$ cat src/rtl/ifetch_prefetch.sv
// ifetch_prefetch
//   Instruction fetch/prefetch stage. It owns the fetch PC, issues sequential
//   64-bit word reads to instruction memory, and buffers the returned words,
//   each tagged with its address, in an in-order FIFO towards decode. A
//   redirect flushes the FIFO and marks every read still in flight as stale,
//   so those responses are discarded when they return.
// Parameters
//   RESET_PC  fetch address after reset (bits [2:0] ignored)
//   DEPTH     FIFO entries, power of 2, >= 2; also bounds outstanding reads
// Ports
//   clk, rst_n          clock, asynchronous active-low reset
//   imem_addr/_valid    fetch request address (= fetch PC) and valid
//   imem_addr_ready     memory accepts the request
//   imem_data/_valid    in-order read responses from memory
//   inst_data/inst_pc   FIFO head word and its address (registered)
//   inst_valid          FIFO head valid
//   inst_ready          decode pops the head
//   redirect_valid/_pc  single-cycle redirect pulse and target
module ifetch_prefetch #(
  parameter logic [63:0] RESET_PC = 64'h0,
  parameter int          DEPTH    = 4
) (
  input  logic        clk,
  input  logic        rst_n,
  output logic [63:0] imem_addr,
  output logic        imem_addr_valid,
  input  logic        imem_addr_ready,
  input  logic [63:0] imem_data,
  input  logic        imem_data_valid,
  output logic [63:0] inst_data,
  output logic [63:0] inst_pc,
  output logic        inst_valid,
  input  logic        inst_ready,
  input  logic        redirect_valid,
  input  logic [63:0] redirect_pc
);

  localparam int          PW         = $clog2(DEPTH);
  localparam int          CW         = $clog2(DEPTH) + 1;
  localparam logic [63:0] RESET_ADDR = RESET_PC & ~64'h7;
  localparam logic [CW:0] DEPTH_C    = (CW + 1)'(DEPTH);

  logic [63:0]   fetch_pc_r, resp_pc_r;
  logic [CW-1:0] count_r, outstanding_r, drop_r;
  logic [PW-1:0] wr_ptr_r, rd_ptr_r;
  logic [63:0]   head_data_r, head_pc_r;
  logic [63:0]   data_mem_r [DEPTH];
  logic [63:0]   pc_mem_r   [DEPTH];

  logic          room_s, accept_s, resp_s, push_s, pop_s;
  logic [63:0]   redirect_addr_s;
  logic [PW-1:0] rd_ptr_nxt_s;
  logic [63:0]   head_data_nxt_s, head_pc_nxt_s;

  assign imem_addr = fetch_pc_r;
  assign inst_data = head_data_r;
  assign inst_pc   = head_pc_r;

  // Handshake qualification and head-register next value.
  always_comb begin
    redirect_addr_s = redirect_pc & ~64'h7;
    room_s          = ({1'b0, count_r} + {1'b0, outstanding_r}) < DEPTH_C;
    // No requests while reset is asserted.
    imem_addr_valid = rst_n && !redirect_valid && room_s;
    inst_valid      = (count_r != CW'(0)) && !redirect_valid;
    accept_s        = imem_addr_valid && imem_addr_ready;
    pop_s           = inst_valid && inst_ready;
    // Responses arriving with nothing outstanding are not ours.
    resp_s          = imem_data_valid && (outstanding_r != CW'(0));
    push_s          = resp_s && !redirect_valid && (drop_r == CW'(0));
    rd_ptr_nxt_s    = pop_s ? (rd_ptr_r + PW'(1)) : rd_ptr_r;
    head_data_nxt_s = head_data_r;
    head_pc_nxt_s   = head_pc_r;
    if (redirect_valid) begin
      head_data_nxt_s = head_data_r;
      head_pc_nxt_s   = head_pc_r;
    end else if (push_s && (count_r == (pop_s ? CW'(1) : CW'(0)))) begin
      // FIFO is empty after this cycle's pop: the pushed word becomes head.
      head_data_nxt_s = imem_data;
      head_pc_nxt_s   = resp_pc_r;
    end else if (pop_s) begin
      head_data_nxt_s = data_mem_r[rd_ptr_nxt_s];
      head_pc_nxt_s   = pc_mem_r[rd_ptr_nxt_s];
    end else begin
      head_data_nxt_s = head_data_r;
      head_pc_nxt_s   = head_pc_r;
    end
  end

  // FIFO storage; entries are only meaningful between rd_ptr and wr_ptr.
  always_ff @(posedge clk) begin
    if (push_s) begin
      data_mem_r[wr_ptr_r] <= imem_data;
      pc_mem_r[wr_ptr_r]   <= resp_pc_r;
    end
  end

  // PCs, pointers, occupancy and in-flight bookkeeping.
  always_ff @(posedge clk or negedge rst_n) begin
    if (!rst_n) begin
      fetch_pc_r    <= RESET_ADDR;
      resp_pc_r     <= RESET_ADDR;
      count_r       <= CW'(0);
      outstanding_r <= CW'(0);
      drop_r        <= CW'(0);
      wr_ptr_r      <= PW'(0);
      rd_ptr_r      <= PW'(0);
      head_data_r   <= 64'h0;
      head_pc_r     <= 64'h0;
    end else begin
      head_data_r   <= head_data_nxt_s;
      head_pc_r     <= head_pc_nxt_s;
      // No request is accepted in a redirect cycle, so only the response
      // can change the in-flight count here.
      outstanding_r <= outstanding_r + (accept_s ? CW'(1) : CW'(0))
                                     - (resp_s   ? CW'(1) : CW'(0));
      if (redirect_valid) begin
        fetch_pc_r <= redirect_addr_s;
        resp_pc_r  <= redirect_addr_s;
        count_r    <= CW'(0);
        wr_ptr_r   <= PW'(0);
        rd_ptr_r   <= PW'(0);
        // Every read still in flight is stale. Earlier stale reads are
        // already part of outstanding, so this covers back-to-back redirects.
        drop_r     <= outstanding_r - (resp_s ? CW'(1) : CW'(0));
      end else begin
        fetch_pc_r <= accept_s ? (fetch_pc_r + 64'd8) : fetch_pc_r;
        resp_pc_r  <= push_s ? (resp_pc_r + 64'd8) : resp_pc_r;
        count_r    <= count_r + (push_s ? CW'(1) : CW'(0))
                              - (pop_s  ? CW'(1) : CW'(0));
        wr_ptr_r   <= push_s ? (wr_ptr_r + PW'(1)) : wr_ptr_r;
        rd_ptr_r   <= rd_ptr_nxt_s;
        drop_r     <= (resp_s && (drop_r != CW'(0))) ? (drop_r - CW'(1)) : drop_r;
      end
    end
  end

endmodule
$ cat config.mk
export PLATFORM = sky130hd
export DESIGN_NAME = ifetch_prefetch
export DESIGN_NICKNAME = d
export VERILOG_FILES = /design/src/rtl/ifetch_prefetch.sv
export SDC_FILE = /design/constraint.sdc
export NUM_CORES = 1
export LEC_CHECK = 0
export CORE_MARGIN = 4
export CORE_UTILIZATION = 64
export DETAILED_ROUTE_END_ITERATION = 10
export DONT_BUFFER_PORTS = 1
export GPL_TIMING_DRIVEN = 0
export PLACE_DENSITY_LB_ADDON = 0.2
export SLEW_MARGIN = 10
export SYNTH_ARGS = -nofsm -noshare
export SYNTH_HDL_FRONTEND = slang
export SYNTH_SLANG_ARGS = --single-unit
$ cat constraint.sdc
create_clock -name clk -period 7.6 [get_ports clk]
set_input_delay 1.14 -clock clk [delete_from_list [all_inputs] [get_ports clk]]
set_output_delay 1.14 -clock clk [all_outputs]
set_load 0.01 [all_outputs]
# Word-level counts from Yosys, hierarchy flattened
# Memory sizes are Yosys's and may differ from the RTL's.
# Index checks and enable logic that the tools add are counted.
[classes] order_cmp=1 eq_ne=1 bitwise_logic=1 add_sub_neg=11 n_reduce_logical=20 n_mux=21
[op_table] operator="$mux W64" n=8
[op_table] operator="$add A64 B4 Y64 const B" n=2
[op_table] operator="$logic_and A1 B1 Y1" n=10
[op_table] operator="$mux W3" n=3
[op_table] operator="$reduce_bool A3 Y1" n=3
[op_table] operator="$mux W2" n=4
[op_table] operator="$reduce_bool A2 Y1" n=4
[op_table] operator="$add A3 B1 Y3" n=2
[op_table] operator="$mux W1" n=6
[op_table] operator="$sub A3 B1 Y3" n=2
[op_table] operator="$add A2 B1 Y2 const B" n=2
[op_table] operator="$add A3 B3 Y4" n=1
[op_table] operator="$lt A4 B3 Y1 const B" n=1
[op_table] operator="$eq A3 B3 Y1" n=1
[op_table] operator="$logic_not A3 Y1" n=1
[op_table] operator="$sub A3 B1 Y3 const B" n=1
[op_table] operator="$sub A3 B3 Y3" n=1
[op_table] operator="$reduce_and A2 Y1" n=1
[op_table] operator="$logic_not A1 Y1" n=1
[op_table] operator="$not A1 Y1" n=1
[totals] input_bits=134 reg_bits=269 elab_cells=66 ram_bits=512 mem_count=2
[memory_table] name="data_mem_r" depth=4 word_bits=64 read_ports=1 rd_clocked_by_memory_dff=0 wr=1 line="47" source="logic [63:0] data_mem_r [DEPTH];"
[memory_table] name="pc_mem_r" depth=4 word_bits=64 read_ports=1 rd_clocked_by_memory_dff=0 wr=1 line="48" source="logic [63:0] pc_mem_r [DEPTH];"

# Logic depth before layout (Yosys ltp)
# Gate-level depths: netlist of the first run.
[depth] word_depth=8 mapped_depth=13 mapped_depth_nobuf=13

# Worst setup path after synthesis of the first run
# OpenSTA, ideal clock, no wires.
[synth_path] path_kind="in2reg" from="input redirect_valid" to="memory data_mem_r[0][0] (enable)" path_slack_ns=2.427 stages=3 setup_time_ns=0.499 t_required_ns=7.101 t_arrival_ns=4.674 cell_sequence="clkbuf_1 -> nor3_1 -> and2_1"
[synth_between] elab_chain_cells=5
[synth_rtl] item="start, declared" line="34" source="input logic redirect_valid,"
[synth_rtl] item="$logic_not A1 Y1" line="70" source="push_s = resp_s && !redirect_valid && (drop_r == CW'(0));"
[synth_rtl] item="$logic_and A1 B1 Y1 (2 in series)" line="70"
[synth_rtl] item="$mux W1" line="92" source="if (push_s) begin"
[synth_rtl] item="$mux W1 (not written as such)" line="93" source="data_mem_r[wr_ptr_r] <= imem_data;"
[synth_rtl] item="end, declared" line="47"
# No other way between the ends.

# Worst setup path in the final report of the first run
[layout_path] from="input redirect_valid" to="output inst_valid"
[layout_between] elab_chain_cells=2
[layout_rtl] item="$logic_not A1 Y1" line="65" source="inst_valid = (count_r != CW'(0)) && !redirect_valid;"
[layout_rtl] item="$logic_and A1 B1 Y1" line="65"
[layout_rtl] item="end, declared" line="32" source="output logic inst_valid,"
# No other way between the ends.

==> key figures, run 1 <==
Hold path
  • HP Class: in2async

Critical path
  • FF-to-FF Start: count_r[1]$_DFF_PN0_
  • Most frequent CP cell: clkbuf_1
  • Critical path's top delay family: buffers and inverters
  • Worst EP required: 6.46 ns
  • Crit path cell chain: clkbuf_1 > clkbuf_1 > buf_1 > clkbuf_1 > nor2_1
  • Slowest cell on the critical path: clkbuf_1
  • Highest cell delay on the worst timing path: 0.65 ns
  • R2R cell count: 13
  • Critical path endpoint category: primary output
  • Worst Path Buf+Inv: 4
  • CP Launch Type: input pin
  • Crit Reg-Reg Endpoint: count_r[2]$_DFF_PN0_
  • Crit path arrival time: 3.71 ns
  • Reg2reg setup slack: 2.99 ns
  • Critical setup path kind: in2out
  • Worst-path maximum fanout: 10

Layout
  • # fillers: 3,235
  • Register Area: 21,500 um2
  • Final core occ: 72.3%
  • Area Overhead vs Synth: 11.4%
  • Final net count: 2,619
  • Fraction of layout instances using a drive strength above 1: 11.6%
  • Multi-input logic area: 9590 um2
  • Commonest non-fill, non-tap cells in the layout: edfxtp_1, dfrtp_1, nand2_1
  • Most common cell after layout, fill and taps aside: edfxtp_1

GRT
  • Initial antenna violation count: 3
  • First-pass GRT wire length: 138,000 um
  • Total GRT Usage: 33.9%
  • Largest net degree at the start of global routing: 263
  • Vias in the first global route: 22,419
  • Grt ovf: 0

Job
  • Max-Cap Viols: 0

Pwr
  • PwrDens: 319 nW/um2
  • Power, Total: 11.3 mW
  • Max VDD drop: 0.000187 V
  • Leak: 12.7 nW

Synth
  • Post-synth EDFFs: 500
  • Sequential element share of the synthesized area: 67.6%
  • Prevailing post-synth register cell: edfxtp_1
  • Synth cell types: 58
  • Synth Warn #: 0
  • Post-synthesis async set-or-reset flop share: 34.2%
  • Syn Std Cell Area: 31,800 um2
  • Mean post-synth cell area: 13.4 um2
  • FF+latch count, synth: 760
  • Synthesized netlist cell count: 2,376

Detailed routing
  • WL met1: 34,400 um
  • DR pass1 iterations: 6
  • Total Wirelength: 91,500 um
  • Met2 WL: 44,200 um
  • Post-detailed-route count of antenna-violating nets: 0
  • Post-DR wirelength/cell: 28.6 um
  • Initial DRC Count: 2,221
  • DRC viols: 0
  • DR vias/cell: 6.85
  • Uppermost layer routed: met5
  • Met3 Routed Length: 9510 um
  • Routed vias: 21,878

CTS
  • Clk root buf: clkbuf_16
  • Post-cts repair resize count: 0
  • CTS tree: done
  • Post-CTS Hold Fix Bufs: 0
  • Longest Clk Path Bufs: 3
  • TritonCTS Buffers: 76
  • Worst skew pair latency: 0.62 ns
  • H-tree depth: 3
  • Clock sink count: 760
  • # Post-CTS Setup Buffers: 0
  • CTS clk-pin slew, worst paths: 0.06 ns

Run status
  • Status: complete, no violations

Placed design
  • DP HPWL: 61,200 um
  • Routability-driven placement congestion ratio: 0.943
  • Port Buf Inserts: 0

STA
  • Fmax: 0.206 GHz
  • Setup TNS: 0 ns
  • Setup Skew: 0.0222 ns
  • Rel. slew slack: 13.8%
  • Slew Limit Fails: 0
  • Period minus WS final: 4.85 ns
  • Worst-Margin Slew: 1.29 ns
  • RSZ-0062 raised after global routing: no
  • Final setup viols: 0
  • Tcrit/Tclk final: 63.9%
  • Final Hold Viols: 0

Die
  • Die width: 231 um
  • Die ar.: 53,300 um2
  • Die Y: 231 um
  • Row Count: 81
  • Initial core utilization: 64.9%
  • Ports: 328
  • Core Footprint: 49,100 um2
[metrics by stage]
step	hold slack, ns	cell area, um2	worst slack (ns)	instances
CTS	0.195	35400	2.89	3194
global placement	0.485	32700	-0.247	3045
global route	0.205	35400	2.70	3195
detailed placement	0.498	32900	2.38	3053
finish	0.228	35400	2.75	3195
floorplan	0.471	31800	2.43	2381
[power breakdown]
group	internal (mW)	switching [mW]	leakage [nW]
logic	0.804	0.994	3.98
registers	4.96	0.765	7.52
clock network	2.23	1.57	1.24
[worst max-delay path by stage]
stage                   start                         end  slack (ns)  cells past startpoint
6_report       redirect_valid                  inst_valid        2.75                      5
5_1_grt        redirect_valid                  inst_valid        2.70                      5
4_1_cts        redirect_valid                  inst_valid        2.89                      5
3_5_place_dp   redirect_valid        count_r[2]$_DFF_PN0_        2.38                     13
3_3_place_gp   redirect_valid   pc_mem_r[1][56]$_DFFE_PP_       -0.25                      3
2_1_floorplan  redirect_valid  data_mem_r[0][0]$_DFFE_PP_        2.43                      3
[routing by layer]
| layer | track usage (%) | vias up |
|---|---|---|
| li1 | - | 9386 |
| met1 | 44.7 | 11034 |
| met2 | 54.6 | 1236 |
| met3 | 9.09 | 218 |
| met4 | 13.4 | 4 |
| met5 | 0 | - |
[worst reg2reg max path, stage by stage, from the launching register on]
cell,delay (ns)
dfrtp_1,0.47
nor3_1,0.13
nor2_1,0.43
clkbuf_1,0.71
clkbuf_1,0.71
clkbuf_1,0.60
ha_1,0.35
inv_1,0.06
ha_1,0.14
inv_1,0.05
fa_1,0.37
xor2_1,0.16
xnor2_1,0.20
nor2_1,0.08
[flip-flops by register name, indices dropped and copies added (netlist names)]
signal	cells
count_r	3
inst_data	64
wr_ptr_r	2
imem_addr	61
resp_pc_r	61
inst_pc	61
rd_ptr_r	2
data_mem_r	256
outstanding_r	3
drop_r	3
pc_mem_r	244
[area by class of cell]
type / instances / area share, %
Antenna cell: 1 / 0.00706
Buffer: 148 / 1.78
Clock buffer: 112 / 6.21
Clock inverter: 29 / 0.949
Inverter: 32 / 0.339
Multi-Input combinational cell: 1441 / 27.1
Sequential cell: 760 / 60.7
Tap cell: 664 / 2.34
Timing Repair Buffer: 8 / 0.600
[cells in the mapped netlist (13+ instances only)]
library cell / number / area [um2]
nand3_1: 82 / 410
nand4_1: 61 / 382
o221ai_1: 64 / 561
clkbuf_1: 115 / 432
nand2_1: 174 / 653
a21oi_1: 77 / 385
o311ai_0: 18 / 158
mux2_2: 82 / 923
inv_1: 32 / 120
nor3_1: 29 / 145
or3_1: 23 / 144
edfxtp_1: 500 / 15000
a31oi_1: 28 / 175
dfrtp_1: 260 / 6510
ha_1: 16 / 200
nor2_1: 129 / 484
mux2i_1: 122 / 1220
xor2_1: 22 / 193
a211oi_1: 62 / 465
o211ai_1: 38 / 285
xnor2_1: 24 / 210
o22ai_1: 124 / 776
o21ai_0: 60 / 300
and4_1: 15 / 131
or2_2: 56 / 350
and3_1: 13 / 81.3
nor4_1: 24 / 150
or4_1: 23 / 173
[logic make-up (layout without fill, tap and decap cells)]
family	Yosys count	in the layout	synth area share, %
compound gates	497	497	10.4
xor+xnor	46	46	1.27
fa+ha+maj	18	18	0.755
buf+inv	180	329	2.36
flops	760	760	67.6
mux	205	205	6.81
other cells	1	7	0.0118
simple gates	669	669	10.7
Power figures use the tool's default switching activity.
==> inputs of run 2 (changes only) <==
- ABC_AREA: not set -> 1
- CORE_UTILIZATION: 64 -> 58
- clock period: 7.6 -> 4.1 ns (I/O delays scaled with it)
==> key figures, run 2 <==
Run status
  • Status: complete, but fails checks
  • Violated checks: negative hold slack

Placed design
  • Port Buf Inserts: 0
  • Placed instance count: 4,859
  • Place WS: -0.179 ns
  • Routability-driven placement congestion ratio: 1.02
  • DP HPWL: 82,000 um
  • Dpl cell area: 37,900 um2

Pwr
  • Comb pwr share: 25.3%
  • Power, Total: 24.7 mW
  • Switching power: 8.94 mW
  • Int Power: 15.8 mW
  • Sw frac: 36.2%
  • Max VDD drop: 0.000322 V
  • Leak: 17.5 nW
  • Clk pwr share: 30.8%
  • Reg power frac: 43.9%
  • PwrDens: 609 nW/um2

Synth
  • Top cells by count, synth: nand2_1, inv_1, edfxtp_1
  • FF+latch count, synth: 760
  • Sequential element share of the synthesized area: 59.3%
  • Post-synthesis async set-or-reset flop share: 34.2%
  • Synthesized netlist cell count: 3,996
  • Top-count cell post-synth: nand2_1
  • Synth Warn #: 0
  • Prevailing post-synth register cell: edfxtp_1
  • Synth cell types: 41
  • Mean post-synth cell area: 9.09 um2
  • Top cell type's share of synthesized area: 41.3%
  • Post-synth EDFFs: 500
  • Yosys top cell by area: edfxtp_1
  • Top cells by area, synth: edfxtp_1, dfrtp_1, nand2_1
  • Syn Std Cell Area: 36,300 um2

Detailed routing
  • Routed vias: 28,661
  • Initial DRC Count: 2,947
  • Total Wirelength: 114,000 um
  • DRC viols: 0
  • DR vias/cell: 5.72
  • Post-detailed-route count of antenna-violating nets: 0
  • Post-DR wirelength/cell: 22.9 um
  • DR pass1 iterations: 6

STA
  • Final setup viols: 0
  • Slew Limit Fails: 0
  • Tcrit/Tclk final: 95.0%
  • Period minus WS final: 3.89 ns
  • Rel. slew slack: 37.7%
  • RSZ-0062 raised after global routing: no
  • Final Hold Viols: 260
  • Worst-Margin Slew: 0.934 ns
  • Hold slack: -0.318 ns
  • Setup TNS: 0 ns
  • Fmax: 0.257 GHz
  • Final setup margin: 0.207 ns
  • Setup Skew: 0.0339 ns

CTS
  • # Post-CTS Setup Buffers: 0
  • Clk root buf: clkbuf_16
  • Post-cts repair resize count: 0
  • Worst skew pair latency: 0.63 ns
  • TritonCTS Buffers: 81
  • Longest Clk Path Bufs: 3
  • Clock sink count: 760
  • CTS tree: done
  • CTS clk-pin slew, worst paths: 0.06 ns
  • H-tree depth: 3

Critical path
  • Crit path arrival time: 4.20 ns
  • Worst EP required: 4.41 ns
  • CP Launch Type: flip-flop
  • Most frequent CP cell: buf_16
  • Critical path endpoint category: flip-flop
  • Crit path cell chain: inv_1 > ha_1 > nand3_1 > nor2_2 > inv_2 > clkbuf_1 > nor2_4 > buf_16 > buf_16 > buf_12 > buf_16
  • Highest cell delay on the worst timing path: 0.75 ns
  • Crit Reg-Reg Endpoint: data_mem_r[0][17]$_DFFE_PP_
  • FF-to-FF Start: drop_r[0]$_DFFE_PN0P_
  • R2R cell count: 11
  • Reg2reg setup slack: 0.21 ns
  • Worst-path maximum fanout: 20
  • Critical setup path kind: reg2reg
  • Slowest cell on the critical path: nor2_4

Die
  • Die width: 258 um
  • Die ar.: 66,700 um2
  • Initial core utilization: 58.7%
  • Core Footprint: 61,800 um2
  • Row Count: 91
  • Ports: 328
  • Die Y: 258 um

Layout
  • Max FFs per register: 256
  • Commonest non-fill, non-tap cells in the layout: nand2_1, inv_1, edfxtp_1
  • Area Overhead vs Synth: 11.8%
  • Final core occ: 65.7%
  • Fraction of layout instances using a drive strength above 1: 6.57%
  • Final Cell Area: 40,600 um2
  • Post-Layout Cell Count: 5,009
  • Most common cell after layout, fill and taps aside: nand2_1
  • Reg with most FFs: data_mem_r
  • Final net count: 4,257

GRT
  • Initial antenna violation count: 2
  • Total GRT Usage: 33.6%
  • First-pass GRT wire length: 169,000 um
  • Vias in the first global route: 27,513
  • Largest net degree at the start of global routing: 262
  • Grt ovf: 0

Hold path
  • HP Class: in2async

Job
  • Max-Cap Viols: 0
run 2: worst max-delay path by stage:
stage / depth (start not counted) / start / endpoint / slack [ns]
finish: 11 / drop_r[0]$_DFFE_PN0P_ / data_mem_r[0][17]$_DFFE_PP_ / 0.21
global route: 11 / drop_r[0]$_DFFE_PN0P_ / data_mem_r[0][19]$_DFFE_PP_ / 0.06
CTS: 11 / drop_r[0]$_DFFE_PN0P_ / data_mem_r[0][17]$_DFFE_PP_ / 0.22
detailed placement: 11 / redirect_valid / data_mem_r[0][17]$_DFFE_PP_ / -0.18
global placement: 7 / redirect_valid / data_mem_r[0][16]$_DFFE_PP_ / -4.80
floorplan: 7 / redirect_valid / data_mem_r[0][0]$_DFFE_PP_ / -1.23
run 2: layout make-up:
type / instances / area, um2
multi-input cells: 2492 / 11800
plain buffers: 189 / 938
well taps: 837 / 1050
flip-flops and latches: 760 / 21500
clock buffers: 105 / 2200
repair buffers: 21 / 458
clock inverters: 44 / 534
fillers: 5043 / 21200
inverters: 560 / 2100
diodes: 1 / 2.50
run 2: per-layer routing:
metal / up-vias / global-route usage [%] / wire length, um
li1: 13249 / - / -
met1: 13599 / 42.6 / 42400
met2: 1522 / 55.0 / 54200
met3: 289 / 7.25 / 11400
met4: 2 / 17.1 / 6540
met5: - / 0 / 10
run 2: kinds of logic (layout without fill, tap and decap cells):
group | count (synthesis) | in the layout | share of synthesized area [%]
buffers and inverters | 749 | 919 | 8.37
flip-flops | 760 | 760 | 59.3
adder cells (fa/ha/maj) | 18 | 18 | 0.661
AO/OA/AOI/OAI | 320 | 320 | 5.18
other | 1 | 7 | 0.0103
XOR/XNOR | 74 | 74 | 1.78
AND/OR/NAND/NOR | 2074 | 2074 | 24.7
run 2: power groups by stage:
stage | clock, mW | sequential (mW) | combinational [mW]
2_1_floorplan | 0 | 10.4 | 4.36
3_3_place_gp | 0 | 11.0 | 5.94
3_5_place_dp | 0 | 11.0 | 6.17
4_1_cts | 7.63 | 10.8 | 6.22
5_1_grt | 7.95 | 10.9 | 7.00
6_report | 7.61 | 10.9 | 6.25
run 2: critical path: cells and delay by family, from the launching register on:
family        cells  cell delay (ns)
fa+ha+maj         1             0.16
buf+inv           7             1.56
simple gates      3             1.44
flops             1             0.35
